--- src/rtl/pl_muldiv_unit_if.sv ---
// Request/result bundle between the EX stage and the multiply/divide unit.
// The core drives the request side; the unit drives status and HI/LO.
interface pl_muldiv_unit_if #(
  parameter int unsigned WIDTH = 32
);
  logic             start;
  logic [2:0]       op;
  logic             flush;
  logic [WIDTH-1:0] A;
  logic [WIDTH-1:0] B;
  logic             busy;
  logic             done;
  logic             div_by_zero;
  logic [WIDTH-1:0] HI;
  logic [WIDTH-1:0] LO;

  modport master (
    output start, op, flush, A, B,
    input  busy, done, div_by_zero, HI, LO
  );

  modport slave (
    input  start, op, flush, A, B,
    output busy, done, div_by_zero, HI, LO
  );
endinterface

--- src/rtl/pl_muldiv_unit.sv ---
// EX-stage multiply/divide unit: fixed-latency multiply, restoring divide, HI/LO registers.
// Results land in HI/LO with a one-cycle done pulse; flush squashes any in-flight op.
module pl_muldiv_unit #(
  parameter int unsigned WIDTH       = 32,
  parameter int unsigned MUL_LATENCY = 2
) (
  input logic             CLK,
  input logic             Reset_n,
  pl_muldiv_unit_if.slave bus
);

  localparam logic [2:0] OpMult  = 3'd0;
  localparam logic [2:0] OpMultu = 3'd1;
  localparam logic [2:0] OpDiv   = 3'd2;
  localparam logic [2:0] OpDivu  = 3'd3;
  localparam logic [2:0] OpMthi  = 3'd4;
  localparam logic [2:0] OpMtlo  = 3'd5;

  localparam int unsigned CntMax = (WIDTH > MUL_LATENCY) ? WIDTH : MUL_LATENCY;
  localparam int unsigned CntW   = $clog2(CntMax);
  localparam logic [CntW-1:0] DivLast = CntW'(WIDTH - 1);
  localparam logic [CntW-1:0] MulLast = CntW'(MUL_LATENCY - 1);

  typedef enum logic [2:0] {StIdle, StMul, StDivSetup, StDivIter, StDivFix} state_e;

  state_e             state_q, state_d;
  logic [CntW-1:0]    cnt_q, cnt_d;
  logic [WIDTH-1:0]   opa_q, opa_d;
  logic [WIDTH-1:0]   opb_q, opb_d;
  logic               is_signed_q, is_signed_d;
  logic [2*WIDTH-1:0] prod_q, prod_d;
  logic [WIDTH-1:0]   rem_q, rem_d;
  logic [WIDTH-1:0]   quot_q, quot_d;
  logic [WIDTH-1:0]   dvsr_q, dvsr_d;
  logic [WIDTH-1:0]   hi_q, hi_d;
  logic [WIDTH-1:0]   lo_q, lo_d;
  logic               busy_q, busy_d;
  logic               done_q, done_d;
  logic               dbz_q, dbz_d;

  logic               sign_a, sign_b, div_zero;
  logic [2*WIDTH-1:0] mul_a_ext, mul_b_ext, mul_full, mul_res;
  logic [WIDTH:0]     shifted, trial;
  logic               q_bit;
  logic [WIDTH-1:0]   quot_fixed, rem_fixed;

  assign sign_a   = is_signed_q & opa_q[WIDTH-1];
  assign sign_b   = is_signed_q & opb_q[WIDTH-1];
  assign div_zero = (opb_q == '0);

  // Sign-extending to 2*WIDTH makes one unsigned multiplier serve MULT and MULTU.
  assign mul_a_ext = {{WIDTH{sign_a}}, opa_q};
  assign mul_b_ext = {{WIDTH{sign_b}}, opb_q};
  assign mul_full  = mul_a_ext * mul_b_ext;
  assign mul_res   = (MUL_LATENCY == 1) ? mul_full : prod_q;

  // quot_q doubles as the dividend shift register; its MSB feeds the partial remainder.
  assign shifted = {rem_q, quot_q[WIDTH-1]};
  assign trial   = shifted - {1'b0, dvsr_q};
  assign q_bit   = shifted[WIDTH] | ~trial[WIDTH];

  assign quot_fixed = (sign_a ^ sign_b) ? -quot_q : quot_q;
  assign rem_fixed  = sign_a ? -rem_q : rem_q;

  always_comb begin
    state_d     = state_q;
    cnt_d       = cnt_q;
    opa_d       = opa_q;
    opb_d       = opb_q;
    is_signed_d = is_signed_q;
    prod_d      = prod_q;
    rem_d       = rem_q;
    quot_d      = quot_q;
    dvsr_d      = dvsr_q;
    hi_d        = hi_q;
    lo_d        = lo_q;
    done_d      = 1'b0;
    dbz_d       = 1'b0;

    unique case (state_q)
      StIdle: begin
        if (bus.start && !bus.flush) begin
          unique case (bus.op)
            OpMult, OpMultu: begin
              state_d     = StMul;
              cnt_d       = '0;
              opa_d       = bus.A;
              opb_d       = bus.B;
              is_signed_d = (bus.op == OpMult);
            end
            OpDiv, OpDivu: begin
              state_d     = StDivSetup;
              cnt_d       = '0;
              opa_d       = bus.A;
              opb_d       = bus.B;
              is_signed_d = (bus.op == OpDiv);
            end
            OpMthi:  hi_d = bus.A;
            OpMtlo:  lo_d = bus.A;
            default: ;
          endcase
        end
      end
      StMul: begin
        prod_d = mul_full;
        if (cnt_q == MulLast) begin
          {hi_d, lo_d} = mul_res;
          done_d       = 1'b1;
          state_d      = StIdle;
          cnt_d        = '0;
        end else begin
          cnt_d = cnt_q + 1'b1;
        end
      end
      StDivSetup: begin
        quot_d  = sign_a ? -opa_q : opa_q;
        dvsr_d  = sign_b ? -opb_q : opb_q;
        rem_d   = '0;
        cnt_d   = '0;
        state_d = StDivIter;
      end
      StDivIter: begin
        rem_d  = q_bit ? trial[WIDTH-1:0] : shifted[WIDTH-1:0];
        quot_d = {quot_q[WIDTH-2:0], q_bit};
        if (cnt_q == DivLast) begin
          state_d = StDivFix;
          cnt_d   = '0;
        end else begin
          cnt_d = cnt_q + 1'b1;
        end
      end
      StDivFix: begin
        if (div_zero) begin
          lo_d = '1;
          hi_d = opa_q;
        end else begin
          lo_d = quot_fixed;
          hi_d = rem_fixed;
        end
        done_d  = 1'b1;
        dbz_d   = div_zero;
        state_d = StIdle;
      end
      default: state_d = StIdle;
    endcase

    // A flush beats a result on the same edge: nothing reaches HI/LO.
    if (bus.flush && (state_q != StIdle)) begin
      state_d = StIdle;
      cnt_d   = '0;
      hi_d    = hi_q;
      lo_d    = lo_q;
      done_d  = 1'b0;
      dbz_d   = 1'b0;
    end

    busy_d = (state_d != StIdle);
  end

  always_ff @(posedge CLK or negedge Reset_n) begin
    if (!Reset_n) begin
      state_q     <= StIdle;
      cnt_q       <= '0;
      opa_q       <= '0;
      opb_q       <= '0;
      is_signed_q <= 1'b0;
      prod_q      <= '0;
      rem_q       <= '0;
      quot_q      <= '0;
      dvsr_q      <= '0;
      hi_q        <= '0;
      lo_q        <= '0;
      busy_q      <= 1'b0;
      done_q      <= 1'b0;
      dbz_q       <= 1'b0;
    end else begin
      state_q     <= state_d;
      cnt_q       <= cnt_d;
      opa_q       <= opa_d;
      opb_q       <= opb_d;
      is_signed_q <= is_signed_d;
      prod_q      <= prod_d;
      rem_q       <= rem_d;
      quot_q      <= quot_d;
      dvsr_q      <= dvsr_d;
      hi_q        <= hi_d;
      lo_q        <= lo_d;
      busy_q      <= busy_d;
      done_q      <= done_d;
      dbz_q       <= dbz_d;
    end
  end

  assign bus.busy        = busy_q;
  assign bus.done        = done_q;
  assign bus.div_by_zero = dbz_q;
  assign bus.HI          = hi_q;
  assign bus.LO          = lo_q;

endmodule

--- src/flat_wrapper.sv ---
// flat-port wrapper written by rule: the top's interface ports become plain ports
module pl_muldiv_unit_flat 
#(
  parameter int unsigned WIDTH       = 32,
  parameter int unsigned MUL_LATENCY = 2
)
  (CLK, Reset_n, bus_start, bus_op, bus_flush, bus_A, bus_B, bus_busy, bus_done, bus_div_by_zero, bus_HI, bus_LO);
  pl_muldiv_unit_if #(.WIDTH(WIDTH)) bus_i ();
  input logic CLK;
  input logic Reset_n;
  input wire logic [$bits(bus_i.start)-1:0] bus_start;
  input wire logic [$bits(bus_i.op)-1:0] bus_op;
  input wire logic [$bits(bus_i.flush)-1:0] bus_flush;
  input wire logic [$bits(bus_i.A)-1:0] bus_A;
  input wire logic [$bits(bus_i.B)-1:0] bus_B;
  output wire logic [$bits(bus_i.busy)-1:0] bus_busy;
  output wire logic [$bits(bus_i.done)-1:0] bus_done;
  output wire logic [$bits(bus_i.div_by_zero)-1:0] bus_div_by_zero;
  output wire logic [$bits(bus_i.HI)-1:0] bus_HI;
  output wire logic [$bits(bus_i.LO)-1:0] bus_LO;
  assign bus_i.start = bus_start;
  assign bus_i.op = bus_op;
  assign bus_i.flush = bus_flush;
  assign bus_i.A = bus_A;
  assign bus_i.B = bus_B;
  assign bus_busy = bus_i.busy;
  assign bus_done = bus_i.done;
  assign bus_div_by_zero = bus_i.div_by_zero;
  assign bus_HI = bus_i.HI;
  assign bus_LO = bus_i.LO;
  pl_muldiv_unit #(.WIDTH(WIDTH), .MUL_LATENCY(MUL_LATENCY)) u_core (.CLK(CLK), .Reset_n(Reset_n), .bus(bus_i));
endmodule
--- config.mk ---
export PLATFORM = sky130hd
export DESIGN_NAME = pl_muldiv_unit_flat
export DESIGN_NICKNAME = d
export VERILOG_FILES = /design/src/rtl/pl_muldiv_unit_if.sv /design/src/rtl/pl_muldiv_unit.sv /design/src/flat_wrapper.sv
export SDC_FILE = /design/constraint.sdc
export NUM_CORES = 2
export LEC_CHECK = 0
export BUFFER_PORTS_ARGS = -buffer_cell sky130_fd_sc_hd__buf_4
export CORE_MARGIN = 8
export CORE_UTILIZATION = 55
export DETAILED_ROUTE_END_ITERATION = 7
export PLACE_DENSITY = 0.79
export SETUP_SLACK_MARGIN = 0.1
export SYNTH_ARGS = -nofsm -noshare
export SYNTH_HDL_FRONTEND = slang
export SYNTH_SLANG_ARGS = --single-unit
--- constraint.sdc ---
create_clock -name CLK -period 18.9 [get_ports CLK]
set_input_delay 3.78 -clock CLK [delete_from_list [all_inputs] [get_ports CLK]]
set_output_delay 3.78 -clock CLK [all_outputs]
set_load 0.05 [all_outputs]
Word level (Yosys, flattened, before mapping)
Cells that the tools add are included.
{"block": "classes", "multipliers": 1, "shift": 0, "n_reduce_logical": 20, "div_mod_pow": 0, "n_lt_le_gt_ge": 0, "muxes": 35, "n_eq_ne": 17, "n_bitwise": 6, "add_sub_neg": 6}
{"operator": "32-bit two-way mux", "n": 13}
{"operator": "32-bit case mux with 3 select lines", "n": 2}
{"operator": "32-bit negator", "n": 4}
{"operator": "32-bit case mux with 2 select lines", "n": 2}
{"operator": "33-bit by 33-bit multiplier with 64-bit output", "n": 1}
{"operator": "33-bit by 32-bit subtractor with 33-bit output", "n": 1}
{"operator": "32-bit logical NOT", "n": 1}
{"operator": "5-bit two-way mux", "n": 5}
{"operator": "5-bit case mux with 4 select lines", "n": 1}
{"operator": "3-bit by 2-bit equality test with 1-bit output, second input constant", "n": 4}
{"operator": "3-bit two-way mux", "n": 4}
{"operator": "3-bit case mux with 4 select lines", "n": 1}
{"operator": "5-bit AND reduction", "n": 2}
{"operator": "3-bit equality test, second input constant", "n": 3}
{"operator": "3-bit AND reduction", "n": 3}
{"operator": "3-bit nonzero test", "n": 3}
{"operator": "3-bit by 1-bit equality test with 1-bit output, second input constant", "n": 2}
{"operator": "3-bit logical NOT", "n": 2}
{"operator": "3-bit case mux with 2 select lines", "n": 1}
{"operator": "5-bit by 1-bit adder with 5-bit output, second input constant", "n": 1}
{"operator": "5-bit by 1-bit equality test with 1-bit output, second input constant", "n": 1}
{"operator": "5-bit equality test, second input constant", "n": 1}
{"operator": "5-bit nonzero test", "n": 1}
{"operator": "1-bit two-way mux", "n": 4}
{"operator": "other kinds (14)", "n": 22}
{"block": "totals", "in_bits": 71, "elab_cells": 99, "mem_bits_ro": 0, "latchBits": 0, "memories": 0, "out_inout_bits": 67, "reg_bits": 300, "ram_bits": 0}

Depth between registers and ports, before layout
{"block": "depth", "ltp_word": 7, "ltp_mapped": 34, "ltp_nobuf": 28}

Least setup slack after synthesis
OpenSTA, ideal clock, no wires.
{"block": "synth_timing", "kind": "reg-to-reg", "from": "register u_core.opa_q[31]", "to": "register u_core.prod_q[63], in the netlist u_core.mul_res[63]", "arrival_ns": 8.526, "synth_period_minus_slack_ns": 8.648, "setup_ns": 0.122, "stages_incl_launch_ff": 31, "setup_slack_ns": 10.252, "t_required_ns": 18.778, "path_buffers": 5, "cell_sequence": "dfrtp_1 > clkbuf_1 > and2_1 > clkbuf_1 > clkbuf_1 > clkbuf_1 > buf_1 > nand2_1 > inv_1 > fa_1 > inv_1 > fa_1 > inv_1 > fa_1 > fa_1 > inv_1 > fa_1 > inv_1 > fa_1 > inv_1 > fa_1 > inv_1 > fa_1 > ha_1 > and3_1 > nand4_1 > or2_2 > or3_1 > o21bai_1 > mux2i_1 > nand2_1"}
{"block": "synth_via", "elab_chain_len": 2}
{"item": "start, declared", "line_no": "pl_muldiv_unit.sv:28", "text": "logic [WIDTH-1:0] opa_q, opa_d;"}
{"item": "start signal, assigned", "line_no": "pl_muldiv_unit.sv:179", "text": "opa_q <= opa_d;"}
{"item": "1-bit bitwise AND", "line_no": "pl_muldiv_unit.sv:47", "text": "assign sign_a = is_signed_q & opa_q[WIDTH-1];"}
{"item": "33-bit by 33-bit multiplier with 64-bit output *", "line_no": "pl_muldiv_unit.sv:54", "text": "assign mul_full = mul_a_ext * mul_b_ext;"}
{"item": "end signal, assigned", "line_no": "pl_muldiv_unit.sv:182", "text": "prod_q <= prod_d;"}
{"item": "end, declared", "line_no": "pl_muldiv_unit.sv:31", "text": "logic [2*WIDTH-1:0] prod_q, prod_d;"}
Every way passes the cells marked *; elsewhere a longest branch is shown, timed or not.
A chain may end at the register's enable or synchronous reset.

Worst setup path after layout
{"block": "layout_timing", "from": "register u_core.is_signed_q", "to": "register u_core.prod_q[51], in the netlist u_core.mul_res[51]"}
{"block": "layout_via", "elab_chain_len": 2, "elab_cells_between_ends": 3, "cone_classes": "mul: 1; bitwise: 2"}
{"item": "start, declared", "line_no": "pl_muldiv_unit.sv:30", "text": "logic is_signed_q, is_signed_d;"}
{"item": "start signal, assigned", "line_no": "pl_muldiv_unit.sv:181", "text": "is_signed_q <= is_signed_d;"}
{"item": "1-bit bitwise AND, on equally long branches", "line_no": "pl_muldiv_unit.sv:47, pl_muldiv_unit.sv:48"}
{"item": "33-bit by 33-bit multiplier with 64-bit output *", "line_no": "pl_muldiv_unit.sv:54"}
Marked as above.

==> results.cfg <==
[drt]
wl_met2_um = 73300
wl_per_cell_um = 22.1
postRouteAntennaNets = 0
wl_met1_um = 61600
drc = 0
avgViaCountPerCell = 5.86
wl_met3_um = 19800
vias = 43296
first_pass_iters = 6
drtIter0Drc = 4028
highest_layer = met4
wirelength_um = 163000

[timing]
period_share_pct = 48.9
setup_viol = 0
layout_min_cycle_time_ns = 9.24
drv_slew = 0
rsz0062_at_grt = no
hold_violations = 0
worstMarginPinSlew_ns = 1.23
fmax_mhz = 108
hold_slack_ns = 0.479
finalSetupTns_ns = 0
slew_headroom_pct = 18.0
skew_ns = 0.0424

[clock_tree]
cts_buffers = 35
cts_max_path_buffers = 3
clkTransAtPathRegs_ns = 0.06
clock-sinks = 300
ctsResizeCount = 0
cts_hold_buf = 0
cts_max_level = 2
cts_tree = done
insertion_delay_ns = 0.58
root_buffer = clkbuf_16
postCtsSetupBuffers = 0

[min_path]
min_to = u_core.bus.HI[11]$_DFFE_PN0P_
hold_depth = 2
min_from = u_core.bus.HI[11]$_DFFE_PN0P_
hold_path.class = flop to flop

[global_route]
grt_pass1_vias = 45773
antenna_found_initial = 4
grtUsageTotal_pct = 29.6
overflow = 0
grt_max_degree = 120
grt_pass1_wl_um = 257000

[synth]
async_flop_share_pct = 100
synth_compound_area_share_pct = 9.23
synthCells = 6202
synth_top_family_by_area = adder cells
synth_area_per_cell_um2 = 8.85
synthAdderAreaFrac_pct = 46.8
synth_xor_area_share_pct = 3.50
yosys.area_share.simple_pct = 15.8
synthFlopType = dfrtp_1
synthDistinctLibCells = 70
ys_seq_area_share_pct = 13.7
synth_area_um2 = 54900
synthMuxAreaShare_pct = 0.187
ys_ff_latch = 300
synth-edff-count = 0
synth_nets = 7650
yosys_warnings = 0

[final_layout]
fin_area_um2 = 57900
final_nets = 7511
syn2layout_area_growth_pct = 5.59
fill_cells = 8433
multi_input_area_um2 = 41500
drive_gt1_share_pct = 5.82
mostFrequentLayoutCells = nand2_1, inv_1, fa_1
final_core_util_pct = 58.2
layout_commonest_cell = nand2_1
regArea_um2 = 7510

[worst_setup_path]
regToRegEndpoint = u_core.mul_res[51]$_DFFE_PN0N_
worst-r2r-cell-count = 25
criticalPathCategory = flop to flop
cpMaxStageDelayCell = inv_1
end_kind = flop
reg2reg_setup_slack_ns = 9.66
cp_max_fo = 27
cp_common_cell = fa_1
path_buf_inv = 5
r2r_start = u_core.is_signed_q$_DFFE_PN0P_
critPathArrivalTime_ns = 9.66
cpLargestDelayFamily = adder cells
worst_setup_path_start_kind = flop
critPathRequiredTime_ns = 19.32
slowest_delay_ns = 0.86

[die]
die-area_um2 = 110000
ios = 138
std_cell_rows = 116
die_x_um = 332
dieHeight_um = 332
initial_core_util_pct = 55.1
placeableCoreArea_um2 = 99600

[place]
place_congestion = 0.946
io_buffers = 137
dpl.hpwl_um = 123000
placed_area_um2 = 56700

[outcome]
status = complete, no violations

[flow_run]
cap_violations = 0
## cell families (layout without fill, tap and decap cells)
| logic type | count (synthesis) | count (layout) |
|---|---|---|
| simple gates | 1928 | 1928 |
| buf+inv | 1564 | 1449 |
| fa+ha+maj | 1377 | 1377 |
| compound gates | 804 | 804 |
| flops | 300 | 300 |
| xor+xnor | 219 | 219 |
| mux | 10 | 10 |
| other cells | 0 | 4 |
## cells in the mapped netlist, types with 6 or more instances
cell type	n	area (um^2)
nor2_1	190	713
and3_1	30	188
nand4_1	17	106
o41ai_1	13	114
nor2b_1	12	75.1
a31oi_1	20	125
a221oi_2	14	210
o21ai_1	49	245
xnor2_1	125	1090
or3_1	11	68.8
o21ai_0	249	1250
a22oi_1	17	128
ha_1	251	3140
a211oi_2	17	213
o21a_1	8	60.1
nor4_1	10	62.6
nand2_1	1183	4440
buf_1	67	251
o211ai_1	10	75.1
or4_1	16	120
fa_1	1126	22500
a221oi_1	48	420
and2_1	348	2180
o31ai_1	26	195
a21boi_0	6	45.0
nor3_1	33	165
mux2i_1	8	80.1
a211oi_1	16	120
o31a_1	6	52.6
nand3_1	21	105
clkbuf_1	318	1190
inv_1	1159	4350
a21oi_1	209	1050
nand2b_1	23	144
o21bai_1	20	150
xor2_1	94	823
dfrtp_1	300	7510
a21o_1	41	308
buf_2	14	70.1
## registers in the layout, indices dropped and copies added (netlist names)
| signal | cells |
|---|---|
| u_core.mul_res | 64 |
| u_core.bus.HI | 32 |
| u_core.bus.LO | 32 |
| u_core.dvsr_q | 32 |
| u_core.opa_q | 32 |
| u_core.opb_q | 32 |
| u_core.quot_q | 32 |
| u_core.rem_q | 32 |
| u_core.cnt_q | 5 |
| u_core.state_q | 3 |
| u_core.bus.busy | 1 |
| u_core.bus.div_by_zero | 1 |
| u_core.bus.done | 1 |
| u_core.is_signed_q | 1 |
## layout make-up
| cell class | count | area share [%] |
|---|---|---|
| diodes | 4 | 0.0173 |
| clock buffers | 46 | 1.72 |
| clock inverters | 15 | 0.354 |
| inverters | 1160 | 7.52 |
| multi-input cells | 4338 | 71.7 |
| flip-flops and latches | 300 | 13.0 |
| well taps | 1298 | 2.80 |
| repair buffers | 228 | 2.97 |
## worst min-delay path, stage by stage, from the launching register on
cell     delay (ns)
dfrtp_1        0.34
nand2_1        0.06
o21ai_2        0.05
## metal layers
metal / vias to the layer above / global-route usage [%]
met4: 0 / 12.8
li1: 18518 / -
met5: - / 0
met1: 21813 / 38.6
met2: 2485 / 46.6
met3: 480 / 8.13
## stage by stage
stage / worst slack [ns] / std cells
after global placement: 9.90 / 7324
after CTS: 9.75 / 7385
final: 9.66 / 7389
after global routing: 9.27 / 7385
after floorplan: 10.25 / 6202
after detailed placement: 9.79 / 7324
## worst max path at each step
stage / startpoint / to / slack, ns / depth (start not counted)
final: u_core.is_signed_q$_DFFE_PN0P_ / u_core.mul_res[51]$_DFFE_PN0N_ / 9.66 / 25
after global routing: u_core.opa_q[31]$_DFFE_PN0P_ / u_core.mul_res[63]$_DFFE_PN0N_ / 9.27 / 29
after CTS: u_core.opa_q[31]$_DFFE_PN0P_ / u_core.mul_res[59]$_DFFE_PN0N_ / 9.75 / 28
after detailed placement: u_core.opa_q[31]$_DFFE_PN0P_ / u_core.mul_res[61]$_DFFE_PN0N_ / 9.79 / 28
after global placement: u_core.is_signed_q$_DFFE_PN0P_ / u_core.mul_res[51]$_DFFE_PN0N_ / 9.90 / 25
after floorplan: u_core.opa_q[31]$_DFFE_PN0P_ / u_core.mul_res[63]$_DFFE_PN0N_ / 10.25 / 30
Power is left out: the tool's default activity adds up to more than one toggle a clock period on the data nets, which glitch-free logic cannot reach.
